[src/rtl/axis_test_pkg.sv]
// Shared types and constants for the AXIS test helper blocks (sources, drains, checkers).
package axis_test_pkg;

  typedef enum logic [1:0] {
    READY_ALWAYS   = 2'd0,
    READY_LFSR     = 2'd1,
    READY_PERIODIC = 2'd2
  } ready_mode_t;

  typedef enum logic [1:0] {
    RUN     = 2'd0,
    DONE    = 2'd1,
    TIMEOUT = 2'd2
  } drain_state_t;

  localparam logic [15:0] LFSR16_MASK = 16'hB400;

endpackage

[src/rtl/axis_ready_pattern.sv]
// Backpressure pattern generator: Galois LFSR plus periodic phase counter.
// Both advance only on step; ready_next is the pattern value for the post-step state.
module axis_ready_pattern
  import axis_test_pkg::*;
#(
  parameter int unsigned READY_MODE      = 0,
  parameter int unsigned READY_THRESHOLD = 8,
  parameter int unsigned PERIOD_ON       = 3,
  parameter int unsigned PERIOD_OFF      = 2,
  parameter logic [15:0] LFSR_SEED       = 16'hACE1
) (
  input  logic clk,
  input  logic rst,
  input  logic step,
  output logic ready_next
);

  localparam int unsigned PERIOD = PERIOD_ON + PERIOD_OFF;
  localparam ready_mode_t MODE   = ready_mode_t'(READY_MODE[1:0]);

  logic [15:0] lfsr_q, lfsr_next;
  logic [31:0] phase_q, phase_next;

  always_comb begin
    lfsr_next  = {1'b0, lfsr_q[15:1]} ^ (lfsr_q[0] ? LFSR16_MASK : 16'h0000);
    phase_next = (phase_q == PERIOD - 1) ? '0 : phase_q + 32'd1;
    ready_next = 1'b1;
    case (MODE)
      READY_LFSR:     ready_next = {28'd0, lfsr_next[3:0]} < READY_THRESHOLD;
      READY_PERIODIC: ready_next = phase_next < PERIOD_ON;
      default:        ready_next = 1'b1;
    endcase
  end

  always_ff @(posedge clk) begin
    if (rst) begin
      lfsr_q  <= LFSR_SEED;
      phase_q <= '0;
    end else if (step) begin
      lfsr_q  <= lfsr_next;
      phase_q <= phase_next;
    end
  end

endmodule

[src/rtl/helper_axis_drain.sv]
// AXIS terminal sink with configurable backpressure, transfer counting,
// completion flag and stall watchdog.
module helper_axis_drain
  import axis_test_pkg::*;
#(
  parameter int unsigned DATA_WIDTH      = 10,
  parameter int unsigned READY_MODE      = 0,
  parameter int unsigned READY_THRESHOLD = 8,
  parameter int unsigned PERIOD_ON       = 3,
  parameter int unsigned PERIOD_OFF      = 2,
  parameter logic [15:0] LFSR_SEED       = 16'hACE1,
  parameter int unsigned EXPECTED_COUNT  = 0,
  parameter int unsigned TIMEOUT         = 1000
) (
  input  logic                  clk,
  input  logic                  rst,
  input  logic                  enable,
  input  logic                  input_valid,
  input  logic [DATA_WIDTH-1:0] input_data,
  output logic                  input_ready,
  output logic [31:0]           transfer_count,
  output logic [DATA_WIDTH-1:0] last_data,
  output logic                  done,
  output logic                  timeout
);

  drain_state_t          state, state_next;
  logic                  ready_q, pattern_ready, step, xfer;
  logic [31:0]           count_q, count_inc, idle_q;
  logic [DATA_WIDTH-1:0] last_q;

  assign xfer      = input_valid & ready_q;
  assign step      = (state == RUN) & enable;
  assign count_inc = (count_q == '1) ? count_q : count_q + 32'd1;

  axis_ready_pattern #(
    .READY_MODE      (READY_MODE),
    .READY_THRESHOLD (READY_THRESHOLD),
    .PERIOD_ON       (PERIOD_ON),
    .PERIOD_OFF      (PERIOD_OFF),
    .LFSR_SEED       (LFSR_SEED)
  ) u_pattern (
    .clk        (clk),
    .rst        (rst),
    .step       (step),
    .ready_next (pattern_ready)
  );

  // The package TIMEOUT state is shadowed by the watchdog parameter, hence the scoped name.
  always_comb begin
    state_next = state;
    if (state == RUN) begin
      if (xfer) begin
        if (EXPECTED_COUNT != 32'd0 && count_inc == EXPECTED_COUNT)
          state_next = DONE;
      end else if (step && TIMEOUT != 32'd0 && idle_q + 32'd1 == TIMEOUT) begin
        state_next = axis_test_pkg::TIMEOUT;
      end
    end
  end

  always_ff @(posedge clk) begin
    if (rst) state <= RUN;
    else     state <= state_next;
  end

  always_ff @(posedge clk) begin
    if (rst) begin
      ready_q <= 1'b0;
      count_q <= '0;
      last_q  <= '0;
      idle_q  <= '0;
    end else begin
      ready_q <= step && (state_next == RUN) && pattern_ready;
      if (xfer) begin
        count_q <= count_inc;
        last_q  <= input_data;
        idle_q  <= '0;
      end else if (step) begin
        idle_q  <= idle_q + 32'd1;
      end
    end
  end

  assign input_ready    = ready_q;
  assign transfer_count = count_q;
  assign last_data      = last_q;
  assign done           = (state == DONE);
  assign timeout        = (state == axis_test_pkg::TIMEOUT);

endmodule
[config.mk]
export PLATFORM = sky130hd
export DESIGN_NAME = helper_axis_drain
export DESIGN_NICKNAME = d
export VERILOG_FILES = /design/src/rtl/axis_test_pkg.sv /design/src/rtl/axis_ready_pattern.sv /design/src/rtl/helper_axis_drain.sv
export SDC_FILE = /design/constraint.sdc
export NUM_CORES = 1
export LEC_CHECK = 0
export CAP_MARGIN = 5
export CORE_ASPECT_RATIO = 1.75
export CORE_MARGIN = 5
export CORE_UTILIZATION = 40
export DETAILED_ROUTE_END_ITERATION = 8
export PLACE_DENSITY = 0.68
export SETUP_SLACK_MARGIN = 0.1
export SLEW_MARGIN = 30
export SYNTH_ARGS = -nofsm -noshare
export SYNTH_HDL_FRONTEND = slang
export SYNTH_SLANG_ARGS = --single-unit
[constraint.sdc]
create_clock -name clk -period 3.05 [get_ports clk]
set_clock_uncertainty 0.15 [all_clocks]
set_input_delay 0.61 -clock clk [delete_from_list [all_inputs] [get_ports clk]]
set_output_delay 0.61 -clock clk [all_outputs]
set_load 0.02 [all_outputs]
==> flow_summary_export.csv <==
group,metric,value,unit
run_status,outcome,"finished clean",
die,core,9410,sq um
pwr,peakVddDrop,309,uV
detailed_routing,dr_wl_met2,5130,um
detailed_routing,dr.pass1.iters,4,
setup_path,end_kind,"flip-flop",
setup_path,r2r-start,"idle_q[9]$_SDFFE_PP0P_",
die,num_io_pins,59,
placement,dp_cells,640,
detailed_routing,routed-via-count,3472,
setup_path,cp-start-kind,"flip-flop",
sta,setup_viol,0,
hold_path,holdPathStages,2,
sta,finalHoldViolCount,0,
setup_path,critPathMaxFanout,9,
sta,timing.hold.ws,0.304,ns
die,die_y,139,um
clocking,clk_pin_slew,0.06,ns
detailed_routing,drc_errors,0,
clocking,cts_tree,"yes",
yosys,netlist.top_cell.by_area,"dfxtp_1",
yosys,synth_seq_area_share,0.403,
run,cap_violations,0,
detailed_routing,wire_per_inst,15.0,um
final_layout,fin_cells,656,
hold_path,min_path_type,"reg2reg",
die,die_area,11700,sq um
pwr,power_leakage,1.64,nW
detailed_routing,drt-total-wl,9840,um
yosys,synth-edff-count,0,
yosys,synth_top_flop_cell,"dfxtp_1",
setup_path,worstRegToRegCells,7,
yosys,syn_nets,490,
final_layout,layout-drive-gt1-share,0.0787,
die,rows,47,
yosys,synthTopCellsByCount,"nor2_1, dfxtp_1, nand2_1",
placement,portBuffers,58,
pwr,p_comb_frac,0.040,
yosys,yosysWarnings,0,
setup_path,crit_chain,"nand4_1 -> nor2_2 -> nand2_2 -> nand4bb_1 -> a221o_1 -> or4_1 -> nor3b_1",
setup_path,crit_type,"reg2reg",
setup_path,cpMaxStageDelayCell,"or4_1",
final_layout,fill_cells,941,
die,start_util,0.406,
clocking,clock_sinks,77,
final_layout,nNetsFinal,545,
sta,worstMarginPinSlew,0.676,ns
yosys,synth-seq-cells,77,
yosys,synthesis.instances,474,
global_routing,first_global_vias,3504,
pwr,pwr-share-seq,0.466,
placement,gp_congestion,0.951,
placement,hpwl,7250,um
pwr,swShare,0.219,
final_layout,antennaDiodeCount,0,
yosys,async_reset_ff_frac,0,
clocking,cts_htree_levels,3,
hold_path,hold_end,"last_data[3]$_SDFFE_PP0P_",
clocking,cts_hold_buf,0,
global_routing,antenna_found_initial,0,
setup_path,cp.arrival,2.86,ns
yosys,yosysTopAreaCellShare,0.403,
sta,fin_tns_setup,0,ns
pwr,cellInternalPower,0.00171,W
sta,slew_violations,0,
global_routing,grt_max_degree,33,
pwr,power.switching,0.000480,W
clocking,cts_buffer_depth,2,
sta,rsz0062_at_grt,"false",
global_routing,grt_pass1_wl,16700,um
detailed_routing,wl_met3,460,um
sta,fmax,358,MHz
die,dieWidth,83.9,um
sta,period_minus_slack,2.79,ns
global_routing,grt_overflow_total,0,
pwr,p_per_area,452,nW/um^2
setup_path,cp.required,3.12,ns
detailed_routing,top_layer,"met4",
yosys,synth_area,3820,sq um
pwr,clkPwrFrac,0.494,
sta,slew-limit-headroom,0.546,
setup_path,cpPeakStageDelay,0.52,ns
setup_path,r2r_setup_slack,0.26,ns
yosys,synth_area_leaders,"dfxtp_1, xor2_1, nor2_1, xnor2_1, nand2_1",
global_routing,grtUsageTotal,0.173,
hold_path,hp-start,"last_data[3]$_SDFFE_PP0P_",
sta,fin_crit_sh,0.916,
detailed_routing,drt_iter0_markers,171,
setup_path,r2r-end,"input_ready$_SDFF_PP0_",
yosys,synth.distinct_cells,43,
clocking,cts_buffers,9,
detailed_routing,avgViaCountPerCell,5.29,
yosys,avgSynthCellArea,8.06,sq um
yosys,synth_most_common_cell,"nor2_1",
detailed_routing,wl_met1,3940,um
detailed_routing,ant_nets,0,
clocking,clk_latency,0.33,ns
clocking,cts_root_buffer,"clkbuf_16",
final_layout,area_growth,27.0,%
-- cells by family after synthesis --
| kind of cell | after synthesis | share of synthesized area |
|---|---|---|
| multiplexers | 2 | 0.00524 |
| adder cells (fa/ha/maj) | 2 | 0.00655 |
| AND/OR/NAND/NOR | 260 | 0.341 |
| flip-flops | 77 | 0.403 |
| XOR/XNOR | 72 | 0.165 |
| AO/OA/AOI/OAI | 27 | 0.0429 |
| buffers and inverters | 34 | 0.0357 |
-- worst max-delay path by stage --
stage | to | slack (ns) | start
6_report | input_ready$_SDFF_PP0_ | 0.26 | idle_q[9]$_SDFFE_PP0P_
5_1_grt | input_ready$_SDFF_PP0_ | 0.10 | idle_q[17]$_SDFFE_PP0P_
4_1_cts | idle_q[26]$_SDFFE_PP0P_ | 0.28 | idle_q[0]$_SDFFE_PP0P_
3_5_place_dp | input_ready$_SDFF_PP0_ | 0.24 | input_valid
3_3_place_gp | input_ready$_SDFF_PP0_ | 0.22 | input_valid
2_1_floorplan | transfer_count[4]$_SDFFE_PP0P_ | 0.46 | transfer_count[0]$_SDFFE_PP0P_
-- sequential cells by signal, indices dropped and copies added (netlist names) --
name / count
idle_q: 32
transfer_count: 32
last_data: 10
state: 2
input_ready: 1
-- metrics by stage --
stage	power (W)	instance area [sq um]	util	worst slack (ns)
after floorplan	0.00108	3820	-	0.459
after global placement	0.00113	4540	0.483	0.222
after detailed placement	0.00113	4540	0.483	0.237
after CTS	0.00222	4840	0.515	0.280
after global routing	0.00226	4850	0.516	0.101
final	0.00219	4850	0.516	0.255
-- per-layer routing --
layer  global-route usage  vias to the layer above
met2                0.314                       97
met3               0.0444                       26
met1                0.185                     1633
li1                     -                     1716
met5                    0                        -
met4               0.0763                        0
-- power groups by stage --
stage          clock [W]  sequential [W]  combinational (W)
6_report         0.00108         0.00102          0.0000870
5_1_grt          0.00115         0.00102          0.0000939
4_1_cts          0.00111         0.00102          0.0000879
3_5_place_dp           0         0.00104          0.0000872
3_3_place_gp           0         0.00104          0.0000864
2_1_floorplan          0         0.00105          0.0000349
-- cells in the final DEF (no fill, tap or decap), drive strengths merged, types with 7 or more instances in the layout --
cell type      count
xnor2             30
a21oi             15
dfxtp             77
nand4             30
clkbuf            11
buf               13
clkdlybuf4s50     58
and3              10
inv                7
xor2              42
nand3             24
nor2              80
nor3              19
nand2             55
-- cell type report --
class	count	area (sq um)	share of cell area
multi-input cells	363	2150	0.443
clock inverters	5	60.1	0.0124
well taps	122	153	0.0315
repair buffers	71	678	0.140
clock buffers	11	243	0.0500
inverters	7	26.3	0.00541
flip-flops and latches	77	1540	0.318
-- worst max-delay path: cells and delay by family (launching register included) --
kind            cells  cell delay (ns)
simple gates        6             1.76
flops               1             0.42
compound gates      1             0.35
-- timing repair --
action / 4_1_cts / 5_1_grt
setup buffers: 0 / 0
resized for setup: 0 / 1
endpoints found under the setup margin: 0 / 3
No activity file was read; power rests on OpenSTA's default activity.
